==> src/rtl/branch_resolver_pkg.sv <==
// Shared widths and prediction-record layout for the branch resolver.
// Record layout (LSB first): pc | pred | pred_next.
package branch_resolver_pkg;

    localparam int MemAddrBus  = 32;
    localparam int BTBAllBytes = 16;

    // Record field offsets as a function of the address width.
    function automatic int rec_w(input int aw);
        return 2 * aw + 1;
    endfunction

    function automatic int rec_pc_lsb(input int aw);
        return (aw > 0) ? 0 : 0;
    endfunction

    function automatic int rec_pred_bit(input int aw);
        return aw;
    endfunction

    function automatic int rec_next_lsb(input int aw);
        return aw + 1;
    endfunction

    localparam int PredRecBus = rec_w(MemAddrBus);

endpackage

==> src/rtl/branch_resolver_pred_fifo.sv <==
// In-order FIFO of fetch prediction records.
// Synchronous write, combinational read of the head entry; clear wins over push/pop.
module pred_fifo
    import branch_resolver_pkg::*;
#(
    parameter int DEPTH = 4,
    parameter int W     = PredRecBus
) (
    input  logic                       clock,
    input  logic                       reset,
    input  logic                       push,
    input  logic                       pop,
    input  logic                       clear,
    input  logic [W-1:0]               wdata,
    output logic [W-1:0]               rdata,
    output logic                       full,
    output logic                       empty
);

    localparam int PW = $clog2(DEPTH);
    localparam int CW = PW + 1;

    logic [W-1:0]  mem [DEPTH];
    logic [PW-1:0] head, tail;
    logic [CW-1:0] count;

    assign rdata = mem[head];
    assign full  = (count == CW'(DEPTH));
    assign empty = (count == '0);

    // Record storage; only written on an accepted push, no reset needed.
    always_ff @(posedge clock) begin
        if (push && !clear)
            mem[tail] <= wdata;
    end

    // Pointer and occupancy tracking; pointers wrap naturally modulo DEPTH.
    always_ff @(posedge clock or negedge reset) begin
        if (!reset) begin
            head  <= '0;
            tail  <= '0;
            count <= '0;
        end else if (clear) begin
            head  <= '0;
            tail  <= '0;
            count <= '0;
        end else begin
            if (push) tail <= tail + PW'(1);
            if (pop)  head <= head + PW'(1);
            case ({push, pop})
                2'b10:   count <= count + CW'(1);
                2'b01:   count <= count - CW'(1);
                default: count <= count;
            endcase
        end
    end

endmodule

==> src/rtl/branch_resolver.sv <==
// Branch resolver: queues IF predictions, checks them against EX outcomes,
// trains the BTB and raises a flush with the correct redirect pc.
// Optional BRANCH_STATS_EN adds saturating branch / mispredict counters.
module branch_resolver
    import branch_resolver_pkg::*;
#(
    parameter int DEPTH     = 4,
    parameter int ADDR_W    = MemAddrBus,
    parameter int BTB_ALL_W = BTBAllBytes
) (
    input  logic                 clock,
    input  logic                 reset,
    input  logic                 if_valid,
    input  logic [ADDR_W-1:0]    if_pc,
    input  logic                 if_prediction,
    input  logic [ADDR_W-1:0]    if_pred_next,
    output logic                 if_stall,
    input  logic                 ex_valid,
    input  logic                 ex_is_branch,
    input  logic                 ex_taken,
    input  logic [ADDR_W-1:0]    ex_target,
    output logic                 btb_update,
    output logic                 btb_committed,
    output logic [BTB_ALL_W-1:0] btb_current,
    output logic [ADDR_W-1:0]    btb_target,
    output logic                 flush,
    output logic [ADDR_W-1:0]    redirect_pc,
`ifdef BRANCH_STATS_EN
    output logic [31:0]          stat_branches,
    output logic [31:0]          stat_mispredicts,
`endif
    output logic                 empty
);

    localparam int REC_W    = rec_w(ADDR_W);
    localparam int PC_LSB   = rec_pc_lsb(ADDR_W);
    localparam int PRED_BIT = rec_pred_bit(ADDR_W);
    localparam int NEXT_LSB = rec_next_lsb(ADDR_W);

    logic [REC_W-1:0]  wr_rec, rd_rec;
    logic              full, fifo_empty;
    logic              push_ok, pop_ok;
    logic [ADDR_W-1:0] rd_pc, rd_next, actual_next;
    logic              rd_pred, mispredict;

    assign wr_rec = {if_pred_next, if_prediction, if_pc};

    // Nothing moves during the flush cycle; the queue is cleared at its end.
    assign push_ok = if_valid && !full && !flush;
    assign pop_ok  = ex_valid && !fifo_empty && !flush;

    pred_fifo #(.DEPTH(DEPTH), .W(REC_W)) u_fifo (
        .clock (clock),
        .reset (reset),
        .push  (push_ok),
        .pop   (pop_ok),
        .clear (flush),
        .wdata (wr_rec),
        .rdata (rd_rec),
        .full  (full),
        .empty (fifo_empty)
    );

    assign if_stall = full;
    assign empty    = fifo_empty;

    assign rd_pc   = rd_rec[PC_LSB +: ADDR_W];
    assign rd_pred = rd_rec[PRED_BIT];
    assign rd_next = rd_rec[NEXT_LSB +: ADDR_W];

    assign actual_next = (ex_is_branch && ex_taken) ? ex_target : (rd_pc + ADDR_W'(4));
    assign mispredict  = (actual_next != rd_next);

    // Resolution results, registered and held for a single cycle.
    always_ff @(posedge clock or negedge reset) begin
        if (!reset) begin
            btb_update    <= 1'b0;
            btb_committed <= 1'b0;
            btb_current   <= '0;
            btb_target    <= '0;
            flush         <= 1'b0;
            redirect_pc   <= '0;
        end else begin
            btb_update    <= pop_ok && (ex_is_branch || rd_pred);
            btb_committed <= pop_ok && ex_is_branch && ex_taken;
            btb_current   <= pop_ok ? rd_pc[BTB_ALL_W+1:2] : '0;
            btb_target    <= pop_ok ? ex_target : '0;
            flush         <= pop_ok && mispredict;
            redirect_pc   <= pop_ok ? actual_next : '0;
        end
    end

`ifdef BRANCH_STATS_EN
    // Saturating event counters for resolved branches and mispredicts.
    always_ff @(posedge clock or negedge reset) begin
        if (!reset) begin
            stat_branches    <= '0;
            stat_mispredicts <= '0;
        end else begin
            if (pop_ok && ex_is_branch && (stat_branches != 32'hFFFF_FFFF))
                stat_branches <= stat_branches + 32'd1;
            if (pop_ok && mispredict && (stat_mispredicts != 32'hFFFF_FFFF))
                stat_mispredicts <= stat_mispredicts + 32'd1;
        end
    end
`endif

endmodule

==> config.mk <==
export PLATFORM = sky130hd
export DESIGN_NAME = branch_resolver
export DESIGN_NICKNAME = d
export VERILOG_FILES = /design/src/rtl/branch_resolver_pkg.sv /design/src/rtl/branch_resolver_pred_fifo.sv /design/src/rtl/branch_resolver.sv
export SDC_FILE = /design/constraint.sdc
export NUM_CORES = 1
export LEC_CHECK = 0
export BUFFER_PORTS_ARGS = -buffer_cell sky130_fd_sc_hd__buf_2
export CORE_MARGIN = 3
export CORE_UTILIZATION = 50
export CTS_CLUSTER_DIAMETER = 50
export DETAILED_ROUTE_END_ITERATION = 6
export GPL_TIMING_DRIVEN = 0
export HOLD_SLACK_MARGIN = 0.05
export PLACE_DENSITY_LB_ADDON = 0.25
export SETUP_SLACK_MARGIN = 0.1
export SYNTH_ARGS = -nofsm -noshare
export SYNTH_HDL_FRONTEND = slang
export SYNTH_SLANG_ARGS = --single-unit
==> constraint.sdc <==
create_clock -name clock -period 8.3 [get_ports clock]
set_input_delay 1.245 -clock clock [delete_from_list [all_inputs] [get_ports clock]]
set_output_delay 1.245 -clock clock [all_outputs]
set_load 0.02 [all_outputs]
Word-level counts from Yosys, hierarchy flattened. Memory sizes are Yosys's and may differ from the RTL's. Index checks and enable logic that the tools add are counted.

Add/subtract/negate cells: 5. Reductions and logical operators: 18. Equal/unequal tests: 4. Muxes and demuxes: 12.

Operators by type and width (count): 32-bit two-way mux (3); 32-bit by 3-bit adder with 32-bit output (second input constant) (1); 32-bit != test (1); 16-bit two-way mux (1); 1-bit logical AND (10); 2-bit two-way mux (4); 3-bit case mux with 2 select lines (1); 2-bit by 1-bit adder with 2-bit output (second input constant) (2); 2-bit nonzero test (2); 3-bit by 1-bit adder with 3-bit output (second input constant) (1); 3-bit == test (second input constant) (1); 1-bit logical NOT (3); 3-bit logical NOT (1); 3-bit two-way mux (1); 3-bit nonzero test (1); 3-bit by 1-bit subtractor with 3-bit output (second input constant) (1); 2-bit by 1-bit == test with 1-bit output (second input constant) (1); 2-bit == test (second input constant) (1); 1-bit two-way mux (2); 1-bit logical OR (1).

Memory bits (writable): 260. Register bits: 90. Word-level logic and storage cells: 49. Output and inout bits: 85. Memories: 1.

Memory list: u_fifo.mem (words 4, width 65, read ports 1, clocked after Yosys merged registers in 0, write ports 1, line branch_resolver_pred_fifo.sv:23) `logic [W-1:0] mem [DEPTH];`.

Depth between registers and ports, before layout. Gate-level depths: netlist (run 1).

Depth after elaboration: 7. Gate-level depth with buffers: 15.

Hierarchy. From an unflattened synthesis (run 1), not the netlist that was laid out.

Cell total of the unflattened synthesis: 875. Area total of the unflattened synthesis: 14442.6 sq um.

By module, submodules not included: pred_fifo (times used 1, area each 9853.2 sq um, cells each 383); branch_resolver (times used 1, area each 4589.4 sq um, cells each 492).

Worst setup path before layout (run 1). No wires, ideal clock.

Path kind: input to register. Start point: input if_valid. End point: memory u_fifo.mem[0][0] in the netlist's numbering (enable). Setup slack: 4796 ps. Buffers on the path: 0. Cell stages on the path: 3. Arrival: 3074 ps. Path through: nand2_1 > nor2_1 > and2_1.

Cells in the longest elaborated chain, start to end: 5.

RTL lines: start, declared (line branch_resolver.sv:13) `input logic if_valid,`; 1-bit logical AND (2 in series) (line branch_resolver.sv:49) `assign push_ok = if_valid && !full && !flush;`; 1-bit logical AND (line branch_resolver_pred_fifo.sv:33) `if (push && !clear)`; 1-bit two-way mux (line branch_resolver_pred_fifo.sv:33); 1-bit two-way mux (not written as such) (line branch_resolver_pred_fifo.sv:34) `mem[tail] <= wdata;`; end, declared (line branch_resolver_pred_fifo.sv:23).

Every way passes these cells.

Worst setup path after layout (run 1).
Start point: register u_fifo.head[0]. End point: register flush.

Cells in the longest elaborated chain, start to end: 5.

RTL lines: start, declared (line branch_resolver_pred_fifo.sv:24) `logic [PW-1:0] head, tail;`; start signal, assigned (line branch_resolver_pred_fifo.sv:49) `if (pop) head <= head + PW'(1);`; memory 4 x 65 bit *; 32-bit by 3-bit adder with 32-bit output (line branch_resolver.sv:71) `assign actual_next = (ex_is_branch && ex_taken) ? ex_target : (rd_pc + ADDR_W'(4));`; 32-bit two-way mux (line branch_resolver.sv:71); 32-bit != test * (line branch_resolver.sv:72) `assign mispredict = (actual_next != rd_next);`; 1-bit logical AND * (line branch_resolver.sv:88) `flush <= pop_ok && mispredict;`; end signal, assigned (line branch_resolver.sv:88); end, declared (line branch_resolver.sv:26) `output logic flush,`.

Every way passes the cells marked *; elsewhere a longest branch is shown, timed or not. A chain may end at the register's enable or synchronous reset.

==> flow_summary.json, run 1 <==
{
  "worstPathMaxFanout": 10,
  "required_ps": 8680,
  "cts_hold_buffers": 0,
  "cp_num_buf_inv": 3,
  "cts_root_buffer": "clkbuf_16",
  "outcome": "completed",
  "hold_viol": 0,
  "min_path_cells": 2,
  "synth_area_sq_um": 14700,
  "fp.dieArea_sq_um": 31500,
  "core_area_sq_um": 28900,
  "antenna_found_initial": 3,
  "numPortBuffers": 187,
  "holdWs_ps": 587,
  "fillers": 2198,
  "clkTransAtPathRegs_ps": 60,
  "setup-tns-final_ps": 0,
  "final_cells": 1508,
  "cts_buffers": 40,
  "fin_area_sq_um": 17500,
  "drt_wl_total_mm": 36.0,
  "maxCapViolations": 0,
  "r2r_end": "flush",
  "post-place-ws_ps": 4360,
  "syn_area_per_cell_sq_um": 17.1,
  "rows": 62,
  "wl_met1_mm": 14.9,
  "die_width_um": 177,
  "drive_above_1_share_pct": 31.0,
  "post-route-period-util_pct": 47.1,
  "dpl.cell_count": 1436,
  "cts.sinks": 350,
  "synth.largest_area_cell": "edfxtp_1",
  "worstSetupEndpointType": "register",
  "fin_nets": 1203,
  "crit_chain": "buf_6 > buf_12 > buf_12 > mux4_1 > nand3_1 > or3_4 > or3_4 > xnor2_1 > a2111o_1 > o41ai_1 > and4b_1 > a31oi_1",
  "io_pins": 188,
  "synth_top_area_share_pct": 53.2,
  "crit_path_top_delay_cell": "o41ai_1",
  "clock_skew_ps": 12.4,
  "start_kind": "register",
  "grt_usage_pct": 23.2,
  "post_cts_buffers": 0,
  "synth_nets": 969,
  "rsz0062_at_grt": "false",
  "postRouteAntennaNets": 0,
  "worstHoldStart": "u_fifo.count[2]",
  "grt_pass1_wl_mm": 53.6,
  "async_flop_share_pct": 25.7,
  "fp.dieH_um": 177,
  "ff2ff_path_depth": 12,
  "vias": 8488,
  "tightest_slew_ps": 921,
  "first_global_vias": 8618,
  "startpoint": "u_fifo.head[0]",
  "grt_max_degree": 57,
  "clockBufferDepth": 3,
  "slew_headroom_pct": 38.6,
  "worst_slack_ps": 4390,
  "hold_path_end": "u_fifo.count[2]",
  "area_growth_pct": 19.1,
  "cp_data_arrival_time_ps": 4280,
  "cts_tree": "done",
  "drt_iter0_drc": 707,
  "rrSetupSlack_ps": 4390,
  "place_hpwl_mm": 25.7,
  "wl_met2_mm": 17.5,
  "seq_area_frac_synth_pct": 68.5,
  "synth_cells": 860,
  "synthFlopType": "edfxtp_1",
  "cts_htree_levels": 2,
  "path_delay_family": "simple AND/OR/NAND/NOR gates",
  "slowest_delay_ps": 510,
  "initial_core_util_pct": 50.9,
  "period_needed_ps": 3910,
  "wire_per_inst_um": 23.9,
  "synth-edff-count": 260,
  "fmax_ghz": 0.256,
  "synth_cell_types": 69,
  "diodes": 0,
  "synth-seq-cells": 350,
  "highest_layer": "met5",
  "clk_latency_ps": 520,
  "rr_startpoint": "u_fifo.head[0]",
  "ys_warn_count": 0,
  "postCtsResizedCells": 0,
  "report.final.slew_viol_count": 0,
  "overflow": 0,
  "min_path_type": "register to register",
  "ys_top_cells_by_area": "edfxtp_1 (53%), dfrtp_1 (15%), mux4_2 (7.1%)",
  "crit_type": "register to register",
  "drtPass1Iterations": 5,
  "pwr_density_cell_nw_per_um2": 362,
  "place_area_sq_um": 16200,
  "route.met3.wl_mm": 2.71,
  "p_leak_nw": 6.64,
  "gp_congestion": 0.912,
  "drc_errors": 0,
  "avgViaCountPerCell": 5.63,
  "setup_viol": 0,
  "ir_worst_vdd_mv": 0.238
}
-- worst max path at each step --
stage | end | slack (ps) | depth (start not counted)
floorplan | u_fifo.mem[0][0] | 4800 | 3
global placement | u_fifo.mem[1][46] | 3410 | 4
detailed placement | redirect_pc[20] | 4360 | 8
CTS | flush | 4380 | 14
global route | flush | 4130 | 14
finish | flush | 4390 | 12
-- Yosys cell counts (3+ instances only) --
master	count
edfxtp_1	260
dfrtp_1	90
nor2_1	65
xnor2_1	57
and2_1	56
mux4_2	46
a211oi_1	24
nand2_1	23
xor2_1	22
mux4_1	18
clkbuf_1	16
nor3_1	14
a21oi_1	10
mux2i_1	10
nand4_1	10
nand3_1	9
o21ai_0	9
a31oi_1	7
buf_2	7
inv_1	7
and3_1	6
buf_6	6
nor4_1	6
buf_12	5
buf_4	5
ha_1	5
a31o_2	3
a32oi_1	3
mux2_2	3
nand2b_1	3
nor2b_1	3
or2_2	3
or3_1	3
-- per-stage QoR --
step	util [%]	total power, mW
floorplan	-	3.96
global placement	55.8	4.69
detailed placement	56.2	4.72
CTS	60.6	6.36
global route	60.6	6.62
finish	60.6	6.32
-- placed cells by master, fill, tap and decap left out, drive strengths merged, types with 22 or more instances in the layout --
cell type	n
edfxtp	260
nor2	65
nand2	24
xnor2	57
buf	216
a211oi	25
clkbuf	75
and2	56
xor2	22
mux4	66
dfrtp	90
-- report_power, final --
| group | total [mW] | internal [mW] | switching, mW |
|---|---|---|---|
| sequential | 2.32 | 2.23 | 0.0895 |
| combinational | 2.37 | 0.938 | 1.43 |
| clock | 1.63 | 0.965 | 0.667 |
| total | 6.32 | 4.13 | 2.19 |
-- kinds of logic (layout without fill, tap and decap cells) --
family,after synthesis,count (layout),synth area share [%]
AOI/OAI and AO/OA,74,74,3.63
adders and majority gates,6,6,0.563
muxes,80,80,11.7
and+or+nand+nor,221,221,8.40
buffers and inverters,49,313,2.33
xor gates and xnor gates,80,80,4.87
DFF,350,350,68.5
-- layout make-up --
class / instances / area, sq um / share of cell area (%)
Buffer: 41 / 312 / 1.78
Clock buffer: 58 / 1140 / 6.52
Clock inverter: 14 / 111 / 0.637
Inverter: 8 / 30.0 / 0.172
Multi-Input combinational cell: 461 / 4290 / 24.5
Sequential cell: 350 / 10100 / 57.5
Tap cell: 384 / 480 / 2.75
Timing Repair Buffer: 192 / 1060 / 6.07
-- worst register-to-register path: cells and delay by family, from the launching register on --
family                    cells  cell delay (ps)
AOI/OAI and AO/OA             3             1040
muxes                         1              490
and+or+nand+nor               4             1270
buffers and inverters         3              460
xor gates and xnor gates      1              140
DFF                           1              370
-- metal layers --
| metal | vias to the layer above | track usage (%) |
|---|---|---|
| met5 | - | 0 |
| met4 | 4 | 6.09 |
| met3 | 58 | 4.36 |
| met2 | 337 | 37.6 |
| met1 | 4287 | 32.7 |
| li1 | 3802 | - |
-- registers in the layout, summed over array words and instances (netlist names) --
signal / count
u_fifo.count: 3
u_fifo.tail: 2
u_fifo.head: 2
btb_current: 16
btb_update: 1
redirect_pc: 32
btb_target: 32
u_fifo.mem: 260
btb_committed: 1
flush: 1
No activity file was read; power rests on OpenSTA's default activity.
==> run 2: changes to the inputs <==
==> constraint.sdc (replaced) <==
create_clock -name clock -period 3.9 [get_ports clock]
set_input_delay 0.585 -clock clock [delete_from_list [all_inputs] [get_ports clock]]
set_output_delay 0.585 -clock clock [all_outputs]
set_load 0.02 [all_outputs]
==> run 2 against run 1 <==
- utilization up 0.21 points
- total power up 110%
- final cell count grew 0.27%
- maximum frequency increased by 9.5%
- first-iteration DRC count down 7.6%
- flip-flop and latch count unchanged
- sequential share of layout area decreased by 0.20 points
- critical path type unchanged
- hold slack worse by 540 ps
- via count increased by 0.92%
- cell area increased by 0.35%
- combinational power rose by 110%
==> flow_summary.json, run 2 (synthesis gave the netlist of run 1 again) <==
{
  "pwr_density_cell_nw_per_um2": 770,
  "cts_tree": "done",
  "fp.dieH_um": 177,
  "internal-power_mw": 8.83,
  "cts_htree_levels": 2,
  "cp_data_arrival_time_ps": 3950,
  "p_seq_share_pct": 36.6,
  "cts_hold_buffers": 0,
  "most-common-layout-cells": "edfxtp_1 (260), buf_2 (191), dfrtp_1 (90)",
  "crit_path_top_delay_cell": "or3_4",
  "postRouteAntennaNets": 0,
  "report.final.slew_viol_count": 0,
  "crit_type": "register to register",
  "drtPass1Iterations": 5,
  "largest_register": "u_fifo.mem",
  "reg_top3": "u_fifo.mem: 260 flops, btb_target: 32 flops, redirect_pc: 32 flops",
  "drc_errors": 0,
  "clk_latency_ps": 520,
  "comb_power_share_pct": 37.7,
  "tightest_slew_ps": 969,
  "drt_iter0_drc": 653,
  "rows": 62,
  "io_pins": 188,
  "cts.sinks": 350,
  "switching_power_mw": 4.68,
  "post-place-ws_ps": 7.54,
  "first_global_vias": 8623,
  "initial_core_util_pct": 50.9,
  "p_clk_share_pct": 25.7,
  "hold_viol": 0,
  "clkTransAtPathRegs_ps": 60,
  "numPortBuffers": 187,
  "setup-tns-final_ps": 0,
  "die_width_um": 177,
  "fillers": 2189,
  "required_ps": 4280,
  "diodes": 0,
  "cts_buffers": 40,
  "holdWs_ps": 42.0,
  "p_leak_nw": 6.66,
  "crit_chain": "buf_6 > buf_12 > buf_12 > mux4_2 > nand3_1 > or3_4 > or3_4 > xnor2_1 > a2111o_1 > o41ai_2 > and4b_1 > a31oi_1",
  "area_growth_pct": 19.5,
  "worst_slack_ps": 330,
  "fin_nets": 1207,
  "clock_skew_ps": 11.2,
  "p_sw_share_pct": 34.7,
  "maxCapViolations": 0,
  "slowest_delay_ps": 440,
  "place_hpwl_mm": 25.7,
  "ir_worst_vdd_mv": 0.506,
  "worstSetupEndpointType": "register",
  "antenna_found_initial": 3,
  "rrSetupSlack_ps": 330,
  "vias": 8566,
  "grt_usage_pct": 23.2,
  "seq_area_sq_um": 10100,
  "grt_pass1_wl_mm": 53.6,
  "rsz0062_at_grt": "false",
  "core_area_sq_um": 28900,
  "grt_max_degree": 57,
  "setup_viol": 0,
  "slew_headroom_pct": 35.4,
  "clockBufferDepth": 3,
  "post-route-period-util_pct": 91.5,
  "start_kind": "register",
  "overflow": 0,
  "avgViaCountPerCell": 5.67,
  "gp_congestion": 0.912,
  "multi_input_area_sq_um": 4310,
  "worstPathMaxFanout": 10,
  "wire_per_inst_um": 23.8,
  "cts_root_buffer": "clkbuf_16",
  "drive_above_1_share_pct": 32.1,
  "fmax_ghz": 0.280,
  "period_needed_ps": 3570,
  "layout_commonest_cell": "edfxtp_1",
  "outcome": "completed",
  "min_path_type": "input pin to asynchronous set/reset pin",
  "fp.dieArea_sq_um": 31500,
  "largest_reg_flops": 260,
  "drt_wl_total_mm": 36.0
}
[run 2: cell count changes in the layout (fill, tap and decap cells not counted), sizes merged]
cell	change
buf	+2
clkbuf	+2
[run 2: layer usage]
layer  GRT usage, %  part of all wire (%)  vias to the layer above
met5              0                 0.061                        -
met4           6.09                   2.4                        4
met3           4.36                   7.1                       59
met2           37.6                    49                      354
met1           32.8                    42                     4342
li1               -                     -                     3807
[run 2: per-stage QoR]
stage	util, %	cell area, sq um	instances	total power, mW
after floorplan	-	14700	860	8.42
after global placement	55.8	16100	1431	9.98
after detailed placement	56.2	16200	1436	10.0
after CTS	60.6	17500	1508	13.6
after global routing	60.8	17500	1512	14.1
final	60.8	17500	1512	13.5
[run 2: final cells by class]
type                            count  share of cell area (%)
Multi-Input combinational cell    461                    24.5
Buffer                             41                    1.85
Tap cell                          384                    2.74
Timing Repair Buffer              196                    6.22
Clock inverter                     14                   0.635
Clock buffer                       58                    6.50
Sequential cell                   350                    57.3
Inverter                            8                   0.171
[run 2: timing repair]
action | 4_1_cts | 5_1_grt
setup buffers | 0 | 4
setup endpoints to repair | 1 | 1
resized for setup | 4 | 12
pin swaps | 1 | 4
[run 2: critical path, delay by kind of cell (launching register included)]
family / cells / cell delay [ps]
AO/OA/AOI/OAI: 3 / 810
XOR/XNOR: 1 / 140
buffers and inverters: 3 / 450
AND/OR/NAND/NOR: 4 / 1210
flip-flops: 1 / 370
multiplexers: 1 / 430
[run 2: path summary, 6_finish.rpt]
| check | startpoint | endpoint | depth (start not counted) |
|---|---|---|---|
| min in group clock | if_pred_next[5] | u_fifo.mem[1][38] | 1 |
| max in group asynchronous | reset | btb_target[24] | 2 |
| worst min register to register | u_fifo.count[2] | u_fifo.count[2] | 2 |
| worst max-delay path | u_fifo.head[0] | flush | 12 |
| worst min-delay path | reset | btb_current[4] | 1 |
| worst max register to register | u_fifo.head[0] | flush | 12 |
[run 2: power by group through the flow]
stage / Combinational [mW] / Clock [mW] / Sequential [mW]
finish: 5.09 / 3.48 / 4.94
floorplan: 3.13 / 0 / 5.30
global placement: 4.94 / 0 / 5.04
global route: 5.45 / 3.70 / 4.99
CTS: 5.07 / 3.54 / 4.94
detailed placement: 5.03 / 0 / 5.01
